File: config.mk
export PLATFORM = sky130hd
export DESIGN_NAME = ram_arbiter_flat
export DESIGN_NICKNAME = d
export VERILOG_FILES = /design/src/rtl/ram_arb_pkg.sv /design/src/rtl/ram_arbiter_if.sv /design/src/rtl/ram_arb_rr.sv /design/src/rtl/ram_arbiter.sv /design/src/flat_wrapper.sv
export SDC_FILE = /design/constraint.sdc
export NUM_CORES = 1
export LEC_CHECK = 0
export CAP_MARGIN = 15
export CORE_UTILIZATION = 35
export DETAILED_ROUTE_END_ITERATION = 8
export PLACE_DENSITY = 0.88
export SLEW_MARGIN = 20
export SYNTH_ARGS = -nofsm -noshare
export SYNTH_HDL_FRONTEND = slang
export SYNTH_HIERARCHICAL = 1
export SYNTH_SLANG_ARGS = --single-unit
File: constraint.sdc
create_clock -name CLK -period 2.1 [get_ports CLK]
set_input_delay 0.21 -clock CLK [delete_from_list [all_inputs] [get_ports CLK]]
set_output_delay 0.21 -clock CLK [all_outputs]
set_load 0.02 [all_outputs]
File: src/rtl/ram_arb_pkg.sv
// rtl/ram_arb_pkg.sv - shared types and constants for the RAM arbiter
package ram_arb_pkg;

    localparam int ADDR_W_DEF   = 10;
    localparam int DATA_W_DEF   = 32;
    localparam int LOCK_MAX_DEF = 4;

    localparam logic M0 = 1'b0;
    localparam logic M1 = 1'b1;

    typedef enum logic [1:0] {
        IDLE,
        SERVE_M0,
        SERVE_M1
    } state_t;

endpackage

File: src/rtl/ram_arbiter_if.sv
// rtl/ram_arbiter_if.sv - request/grant and RAM bus bundle for the RAM arbiter
interface ram_arbiter_if
    import ram_arb_pkg::*;
#(
    parameter int ADDR_W = ADDR_W_DEF,
    parameter int DATA_W = DATA_W_DEF
);

    logic              REQ_M0;
    logic              REQ_M1;
    logic              WE_M0;
    logic              WE_M1;
    logic [ADDR_W-1:0] ADDR_M0;
    logic [ADDR_W-1:0] ADDR_M1;
    logic [DATA_W-1:0] WDATA_M0;
    logic [DATA_W-1:0] WDATA_M1;
    logic              LOCK_M1;
    logic              GNT_M0;
    logic              GNT_M1;
    logic [DATA_W-1:0] RDATA;
    logic [ADDR_W-1:0] RAM_ADDR;
    logic [DATA_W-1:0] RAM_WRITE_DATA;
    logic              RAM_WRITE_ENABLE;
    logic [DATA_W-1:0] RAM_READ_DATA;

    // The arbiter side
    modport slave (
        input  REQ_M0, REQ_M1, WE_M0, WE_M1, ADDR_M0, ADDR_M1,
        input  WDATA_M0, WDATA_M1, LOCK_M1, RAM_READ_DATA,
        output GNT_M0, GNT_M1, RDATA, RAM_ADDR, RAM_WRITE_DATA, RAM_WRITE_ENABLE
    );

    // The requesters plus RAM side
    modport master (
        output REQ_M0, REQ_M1, WE_M0, WE_M1, ADDR_M0, ADDR_M1,
        output WDATA_M0, WDATA_M1, LOCK_M1, RAM_READ_DATA,
        input  GNT_M0, GNT_M1, RDATA, RAM_ADDR, RAM_WRITE_DATA, RAM_WRITE_ENABLE
    );

endinterface

File: src/rtl/ram_arb_rr.sv
// rtl/ram_arb_rr.sv - two-way round-robin picker with an M1 lock override
module ram_arb_rr
    import ram_arb_pkg::*;
(
    input  logic req0,
    input  logic req1,
    input  logic last,
    input  logic lock_hold,
    output logic valid,
    output logic pick
);

    always_comb begin
        valid = req0 | req1;
        pick  = M0;
        if (req0 && req1) begin
            // A held lock beats fairness; otherwise whoever was not served last wins
            pick = lock_hold ? M1 : ~last;
        end else if (req1) begin
            pick = M1;
        end
    end

endmodule

File: src/rtl/ram_arbiter.sv
// rtl/ram_arbiter.sv - single-port RAM arbiter for a CPU (M0) and a DMA/loader (M1)
module ram_arbiter
    import ram_arb_pkg::*;
#(
    parameter int ADDR_W   = ADDR_W_DEF,
    parameter int DATA_W   = DATA_W_DEF,
    parameter int LOCK_MAX = LOCK_MAX_DEF
) (
    input  logic           CLK,
    input  logic           RESET,
    ram_arbiter_if.slave   bus
);

    localparam int CNT_W = $clog2(LOCK_MAX + 1);

    state_t            state_q;
    state_t            state_d;
    logic              last_q;
    logic [CNT_W-1:0]  lock_cnt_q;
    logic              lock_q;
    logic              we_q;
    logic [ADDR_W-1:0] addr_q;
    logic [DATA_W-1:0] wdata_q;
    logic              lock_hold;
    logic              pick_valid;
    logic              pick;

    assign lock_hold = (state_q == SERVE_M1) && lock_q && bus.REQ_M1
                       && (lock_cnt_q < CNT_W'(LOCK_MAX));

    ram_arb_rr u_rr (
        .req0      (bus.REQ_M0),
        .req1      (bus.REQ_M1),
        .last      (last_q),
        .lock_hold (lock_hold),
        .valid     (pick_valid),
        .pick      (pick)
    );

    always_comb begin
        state_d = IDLE;
        if (pick_valid) begin
            state_d = (pick == M1) ? SERVE_M1 : SERVE_M0;
        end
    end

    always_ff @(posedge CLK) begin
        if (RESET) begin
            state_q    <= IDLE;
            last_q     <= M1;
            lock_cnt_q <= '0;
            lock_q     <= 1'b0;
            we_q       <= 1'b0;
            addr_q     <= '0;
            wdata_q    <= '0;
        end else begin
            state_q <= state_d;
            case (state_d)
                SERVE_M0: begin
                    last_q     <= M0;
                    lock_cnt_q <= '0;
                    lock_q     <= 1'b0;
                    we_q       <= bus.WE_M0;
                    addr_q     <= bus.ADDR_M0;
                    wdata_q    <= bus.WDATA_M0;
                end
                SERVE_M1: begin
                    last_q  <= M1;
                    lock_q  <= bus.LOCK_M1;
                    we_q    <= bus.WE_M1;
                    addr_q  <= bus.ADDR_M1;
                    wdata_q <= bus.WDATA_M1;
                    if (lock_hold) begin
                        lock_cnt_q <= lock_cnt_q + 1'b1;
                    end
                end
                default: begin
                    lock_cnt_q <= '0;
                    lock_q     <= 1'b0;
                end
            endcase
        end
    end

    // Write enable is gated by RESET combinationally so an in-flight write aborts
    always_comb begin
        bus.GNT_M0           = 1'b0;
        bus.GNT_M1           = 1'b0;
        bus.RDATA            = '0;
        bus.RAM_ADDR         = '0;
        bus.RAM_WRITE_DATA   = '0;
        bus.RAM_WRITE_ENABLE = 1'b0;
        if (state_q != IDLE) begin
            bus.GNT_M0           = (state_q == SERVE_M0);
            bus.GNT_M1           = (state_q == SERVE_M1);
            bus.RAM_ADDR         = addr_q;
            bus.RAM_WRITE_DATA   = wdata_q;
            bus.RAM_WRITE_ENABLE = we_q & ~RESET;
            if (!we_q) begin
                bus.RDATA = bus.RAM_READ_DATA;
            end
        end
    end

endmodule

File: src/flat_wrapper.sv
// flat-port wrapper written by rule: the top's interface ports become plain ports
module ram_arbiter_flat import ram_arb_pkg::*;
#(
    parameter int ADDR_W   = ADDR_W_DEF,
    parameter int DATA_W   = DATA_W_DEF,
    parameter int LOCK_MAX = LOCK_MAX_DEF
)
  (CLK, RESET, bus_REQ_M0, bus_REQ_M1, bus_WE_M0, bus_WE_M1, bus_ADDR_M0, bus_ADDR_M1, bus_WDATA_M0, bus_WDATA_M1, bus_LOCK_M1, bus_RAM_READ_DATA, bus_GNT_M0, bus_GNT_M1, bus_RDATA, bus_RAM_ADDR, bus_RAM_WRITE_DATA, bus_RAM_WRITE_ENABLE);
  ram_arbiter_if #(.ADDR_W(ADDR_W), .DATA_W(DATA_W)) bus_i ();
  input  logic CLK;
  input  logic RESET;
  input wire logic [$bits(bus_i.REQ_M0)-1:0] bus_REQ_M0;
  input wire logic [$bits(bus_i.REQ_M1)-1:0] bus_REQ_M1;
  input wire logic [$bits(bus_i.WE_M0)-1:0] bus_WE_M0;
  input wire logic [$bits(bus_i.WE_M1)-1:0] bus_WE_M1;
  input wire logic [$bits(bus_i.ADDR_M0)-1:0] bus_ADDR_M0;
  input wire logic [$bits(bus_i.ADDR_M1)-1:0] bus_ADDR_M1;
  input wire logic [$bits(bus_i.WDATA_M0)-1:0] bus_WDATA_M0;
  input wire logic [$bits(bus_i.WDATA_M1)-1:0] bus_WDATA_M1;
  input wire logic [$bits(bus_i.LOCK_M1)-1:0] bus_LOCK_M1;
  input wire logic [$bits(bus_i.RAM_READ_DATA)-1:0] bus_RAM_READ_DATA;
  output wire logic [$bits(bus_i.GNT_M0)-1:0] bus_GNT_M0;
  output wire logic [$bits(bus_i.GNT_M1)-1:0] bus_GNT_M1;
  output wire logic [$bits(bus_i.RDATA)-1:0] bus_RDATA;
  output wire logic [$bits(bus_i.RAM_ADDR)-1:0] bus_RAM_ADDR;
  output wire logic [$bits(bus_i.RAM_WRITE_DATA)-1:0] bus_RAM_WRITE_DATA;
  output wire logic [$bits(bus_i.RAM_WRITE_ENABLE)-1:0] bus_RAM_WRITE_ENABLE;
  assign bus_i.REQ_M0 = bus_REQ_M0;
  assign bus_i.REQ_M1 = bus_REQ_M1;
  assign bus_i.WE_M0 = bus_WE_M0;
  assign bus_i.WE_M1 = bus_WE_M1;
  assign bus_i.ADDR_M0 = bus_ADDR_M0;
  assign bus_i.ADDR_M1 = bus_ADDR_M1;
  assign bus_i.WDATA_M0 = bus_WDATA_M0;
  assign bus_i.WDATA_M1 = bus_WDATA_M1;
  assign bus_i.LOCK_M1 = bus_LOCK_M1;
  assign bus_i.RAM_READ_DATA = bus_RAM_READ_DATA;
  assign bus_GNT_M0 = bus_i.GNT_M0;
  assign bus_GNT_M1 = bus_i.GNT_M1;
  assign bus_RDATA = bus_i.RDATA;
  assign bus_RAM_ADDR = bus_i.RAM_ADDR;
  assign bus_RAM_WRITE_DATA = bus_i.RAM_WRITE_DATA;
  assign bus_RAM_WRITE_ENABLE = bus_i.RAM_WRITE_ENABLE;
  ram_arbiter #(.ADDR_W(ADDR_W), .DATA_W(DATA_W), .LOCK_MAX(LOCK_MAX)) u_core (.CLK(CLK), .RESET(RESET), .bus(bus_i));
endmodule
# --- Word level (Yosys, flattened, before mapping) ---
# Cells that the tools add are included.
op_classes:
  n_reduce_logical: 7
  mux: 16
  n_lt_le_gt_ge: 1
  n_bitwise: 5
  n_eq_ne: 4
  addsub: 1
ops:
  columns: ["cell", "n"]
  rows:
  - ["two-way mux 32 bit", 3]
  - ["case mux 32 bit (2 select lines)", 1]
  - ["case mux 10 bit (2 select lines)", 1]
  - ["two-way mux 10 bit", 1]
  - ["two-way mux 1 bit", 6]
  - ["== test 2 x 1 -> 1 bit, second input constant", 2]
  - ["== test 2 bit, second input constant", 2]
  - ["logical AND 1 bit", 4]
  - ["two-way mux 2 bit", 2]
  - ["case mux 1 bit (2 select lines)", 2]
  - ["nonzero test 2 bit", 2]
  - ["adder 3 x 1 -> 3 bit, second input constant", 1]
  - ["< comparator 3 bit, second input constant", 1]
  - ["NOT 1 bit", 3]
  - ["OR reduction 2 bit", 1]
  - ["bitwise AND 1 bit", 1]
  - ["bitwise OR 1 bit", 1]
totals:
  out_inout_bits: 77
  elab_cells: 41
  regBits: 50

# --- Logic depth before layout (Yosys ltp) ---
logic_depth:
  ltp_word: 11
  depth_mapped: 9
  mapped_depth_nobuf: 7

# --- Hierarchy ---
# Netlist, hierarchy kept.
modules_own_cells:
  columns: ["module", "area_per_inst_um2", "n_inst", "cells_per_inst", "seq_area_each_um2"]
  rows:
  - ["ram_arbiter", 2732.6, 1, 302, 1001.0]
  - ["ram_arb_rr", 20.0, 1, 4, 0.0]

# --- Worst setup path after synthesis ---
# Ideal clock, no wire load.
synth_path:
  kind: "register to register"
  start: "register u_core.state_q[0]"
  end: "register u_core.addr_q[9]"
  period_less_slack_ps: 1752
  arrival_time_ps: 1614
  stages_incl_launch_ff: 9
  setup_time_ps: 138
  path_slack_ps: 348
  n_path_buf: 2
  required_ps: 1962
  path_cell_list: "dfxtp_1 and4bb_1 and2_1 inv_1 a31oi_1 buf_6 buf_12 mux2i_1 a211oi_1"
synth_between:
  elab_chain_len: 10
  elab_cells_between_ends: 12
  classes_between: "3 x eq/ne; 5 x mux; 4 x reduce/logical"
synth_rtl:
  columns: ["item", "line", "text"]
  rows:
  - ["from (decl)", "ram_arbiter.sv:16", "state_t state_q;"]
  - ["from (signal assigned)", "ram_arbiter.sv:57", "state_q <= state_d;"]
  - ["== test 2 bit *", "ram_arbiter.sv:28", "assign lock_hold = (state_q == SERVE_M1) && lock_q && bus.REQ_M1"]
  - ["logical AND 1 bit * (2 in series)", "ram_arbiter.sv:28", null]
  - ["logical AND 1 bit *", "ram_arbiter.sv:29", "&& (lock_cnt_q < CNT_W'(LOCK_MAX));"]
  - ["net u_core.lock_hold", "ram_arbiter.sv:24", "logic lock_hold;"]
  - ["two-way mux 1 bit *", "ram_arb_rr.sv:18", "pick = lock_hold ? M1 : ~last;"]
  - ["two-way mux 1 bit *", "ram_arb_rr.sv:16", "if (req0 && req1) begin"]
  - ["net u_core.pick", "ram_arbiter.sv:26", "logic pick;"]
  - ["two-way mux 2 bit *", "ram_arbiter.sv:43", "state_d = (pick == M1) ? SERVE_M1 : SERVE_M0;"]
  - ["two-way mux 2 bit *", "ram_arbiter.sv:42", "if (pick_valid) begin"]
  - ["== test 2 bit / == test 2 x 1 -> 1 bit (equally long branches)", "ram_arbiter.sv:58", "case (state_d)"]
  - ["case mux 10 bit (2 select lines) / nonzero test 2 bit (equally long branches)", null, null]
  - ["to (signal assigned)", "ram_arbiter.sv:64", "addr_q <= bus.ADDR_M0;"]
  - ["to (signal assigned)", "ram_arbiter.sv:71", "addr_q <= bus.ADDR_M1;"]
  - ["to (decl)", "ram_arbiter.sv:22", "logic [ADDR_W-1:0] addr_q;"]
# The timed path passes the listed nets; every way through them passes the cells marked *.
# A chain may end at the register's enable or synchronous reset.

# --- Final worst setup path ---
layout_path:
  start: "register u_core.state_q[1]"
  end: "output bus_RAM_WRITE_DATA[21]"
layout_between:
  elab_chain_len: 2
layout_rtl:
  columns: ["item", "line", "text"]
  rows:
  - ["nonzero test 2 bit", "ram_arbiter.sv:93", "if (state_q != IDLE) begin"]
  - ["two-way mux 32 bit", "ram_arbiter.sv:93", null]
  - ["to (decl)", "flat_wrapper.sv:26", "output wire logic [$bits(bus_i.RAM_WRITE_DATA)-1:0] bus_RAM_WRITE_DATA;"]
# No other way between the ends.

==> flow_summary.yaml <==
clock_tree:
  clk_latency_ps: 300
  cts-root-buf: "clkbuf_8"
  clockBufferDepth: 2
  h-tree-depth: 2
  numCtsBuffers: 5
  clkTransAtPathRegs_ps: 90
  tritoncts: "built"
  clkSinkCount: 50
pwr:
  vdd_drop_max_v: 0.000281
  swShare_pct: 29.3
  p_switching_uw: 730
  comb_power_share_pct: 34.6
  p_int_mw: 1.76
  leakage_nw: 2.46
  clockPowerShare_pct: 22.9
  powerDensity_nw_per_um2: 501
  p_seq_share_pct: 42.5
grt:
  met3_usage_pct: 5.81
  antenna_found_initial: 0
  grt_pass1_wl_um: 13700
  use_met2_pct: 40.5
  grt_usage_pct: 20.7
  met1_usage_pct: 21.8
  grt_max_degree: 54
  grt_remaining_overflow: 0
  grt_pass1_vias: 2704
  grt_busiest_layer: "met2"
job:
  maxCapViolCount: 0
synthesis:
  seq_area_frac_synth_pct: 36.4
  synth_area_um2: 2750
  syn-mean-instance-area_um2: 9.00
  synth.distinct_cells: 26
  synth_warnings: 6
  synth-seq-cells: 50
  syn_inst: 306
  ys.flop_type: "dfxtp_1"
  synth_nets: 430
  synth_edf_count: 0
  async_flop_share_pct: 0
die:
  die_w_um: 90.7
  initial_core_util_pct: 37.2
  top_level_ports: 200
  rows: 31
  dieArea_um2: 8220
  die_h_um: 90.7
  coreArea_um2: 7410
detailed_routing:
  first_pass_iters: 4
  drcViolationCount: 0
  drt_iter0_markers: 78
  wire_per_inst_um: 14.9
  vias_per_cell: 4.68
  ant_nets: 0
  via_count: 2783
  drt_wl_total_um: 8860
critical_path:
  reg2regPathDepth: 7
  cp_max_fo: 11
  arrival_ps: 1820
  required_ps: 1890
  end_kind: "output pin"
  start_kind: "flip-flop"
  crit_type: "flip-flop to output pin"
timing:
  slew_headroom_pct: 66.8
  hold_viol: 0
  rsz0062_at_grt: "true"
  period_needed_ps: 2030
  fin_crit_sh_pct: 96.7
  setup_viol: 0
  final_max_slew_viol_count: 0
  max_freq_mhz: 492
  skew_ps: 7.02
  worst_pin_slew_ps: 498
  hold_slack_ps: 463
min_path:
  hp-class: "flip-flop to flip-flop"
  worstHoldPathCells: 2
run_status:
  status: "finished clean"
cells_and_area:
  drive_gt1_share_pct: 4.84
  layout.nets: 619
  diodes: 0
  syn_to_final_growth_pct: 81.0
  final_core_util_pct: 67.2
placement:
  port_buffers: 199
  dp_hpwl_um: 6960
  gp_congestion: 0.746
[layer usage]
metal	up-vias	share of wire, %
met5	-	0
li1	1428	-
met1	1235	37
met3	8	7.2
met4	0	1.1
met2	112	55
[cell usage after synthesis, types with 4 or more instances]
master | count | share of area [%]
a211oi_1 | 43 | 12
and2_1 | 34 | 7.7
and2b_1 | 9 | 2.5
buf_1 | 4 | 0.55
buf_12 | 4 | 2.9
buf_2 | 11 | 2.0
clkbuf_1 | 8 | 1.1
dfxtp_1 | 50 | 36
mux2i_1 | 43 | 16
nor2_1 | 43 | 5.9
nor2b_1 | 37 | 8.4
[worst max-delay path: stages, from the launching register on]
cell and delay, ps:
dfxtp_2 350, nor2_4 230, buf_4 220, and2b_1 180, clkdlybuf4s50_1 550
[placed cells by master, fill, tap and decap left out, drive strengths merged, types with 3 or more instances in the layout]
cell           instances
a211oi                43
and2                  34
and2b                  9
buf                   12
clkbuf                 6
clkdlybuf4s50        163
dfxtp                 50
dlymetal6s2s          33
inv                    3
mux2i                 43
nor2                  45
nor2b                 37
[final timing paths]
path / slack (ps) / end / from
min: 460 / u_core/lock_cnt_q[1] / u_core/lock_cnt_q[1]
max: 70 / bus_RAM_WRITE_DATA[21] / u_core/state_q[1]
max reg2reg: 150 / u_core/wdata_q[15] / u_core/state_q[0]
min reg2reg: 460 / u_core/lock_cnt_q[1] / u_core/lock_cnt_q[1]
[kinds of logic after synthesis]
| kind of cell | share of synthesized area, % |
|---|---|
| AND/OR/NAND/NOR | 27.5 |
| flip-flops | 36.4 |
| AO/OA/AOI/OAI | 12.9 |
| multiplexers | 15.6 |
| buffers and inverters | 7.23 |
| adder cells (fa/ha/maj) | 0.454 |
[flip-flops by register name, indices dropped and copies added, names as in the netlist]
signal / flops
u_core/addr_q: 10
u_core/last_q: 1
u_core/lock_q: 1
u_core/state_q: 2
u_core/we_q: 1
u_core/wdata_q: 32
u_core/lock_cnt_q: 3
[final cells by class]
cell class	count	area (µm²)
multi-input combinational	226	1570
inverter	2	7.51
tap	99	124
fill	575	2430
clock inverter	2	17.5
timing repair buffer	210	2190
clock buffer	6	72.6
sequential	50	1000
[what timing repair did]
item	in CTS	in global routing
gates cloned	0	0
hold buffers	0	0
setup endpoints to repair	25	38
pin swaps	1	1
buffers inserted	0	1
gates resized for setup	4	36
[stage by stage]
stage / total power, mW / worst slack [ps] / setup TNS, ps / cell area [µm²] / instances
3_3_place_gp: 1.93 / 230 / 0 / 4790 / 586
6_report: 2.49 / 69.3 / 0 / 4980 / 595
3_5_place_dp: 1.95 / 156 / 0 / 4790 / 586
2_1_floorplan: 1.50 / 348 / 0 / 2750 / 306
5_1_grt: 2.63 / -6.38 / -6.38 / 4980 / 595
4_1_cts: 2.52 / 3.66 / 0 / 4880 / 594
[power groups by stage]
stage / clock, mW / sequential (mW) / combinational [mW]
2_1_floorplan: 0 / 1.07 / 0.427
3_3_place_gp: 0 / 1.08 / 0.850
3_5_place_dp: 0 / 1.08 / 0.867
4_1_cts: 0.589 / 1.06 / 0.871
5_1_grt: 0.646 / 1.07 / 0.919
6_report: 0.571 / 1.06 / 0.863
Power figures use the tool's default switching activity.
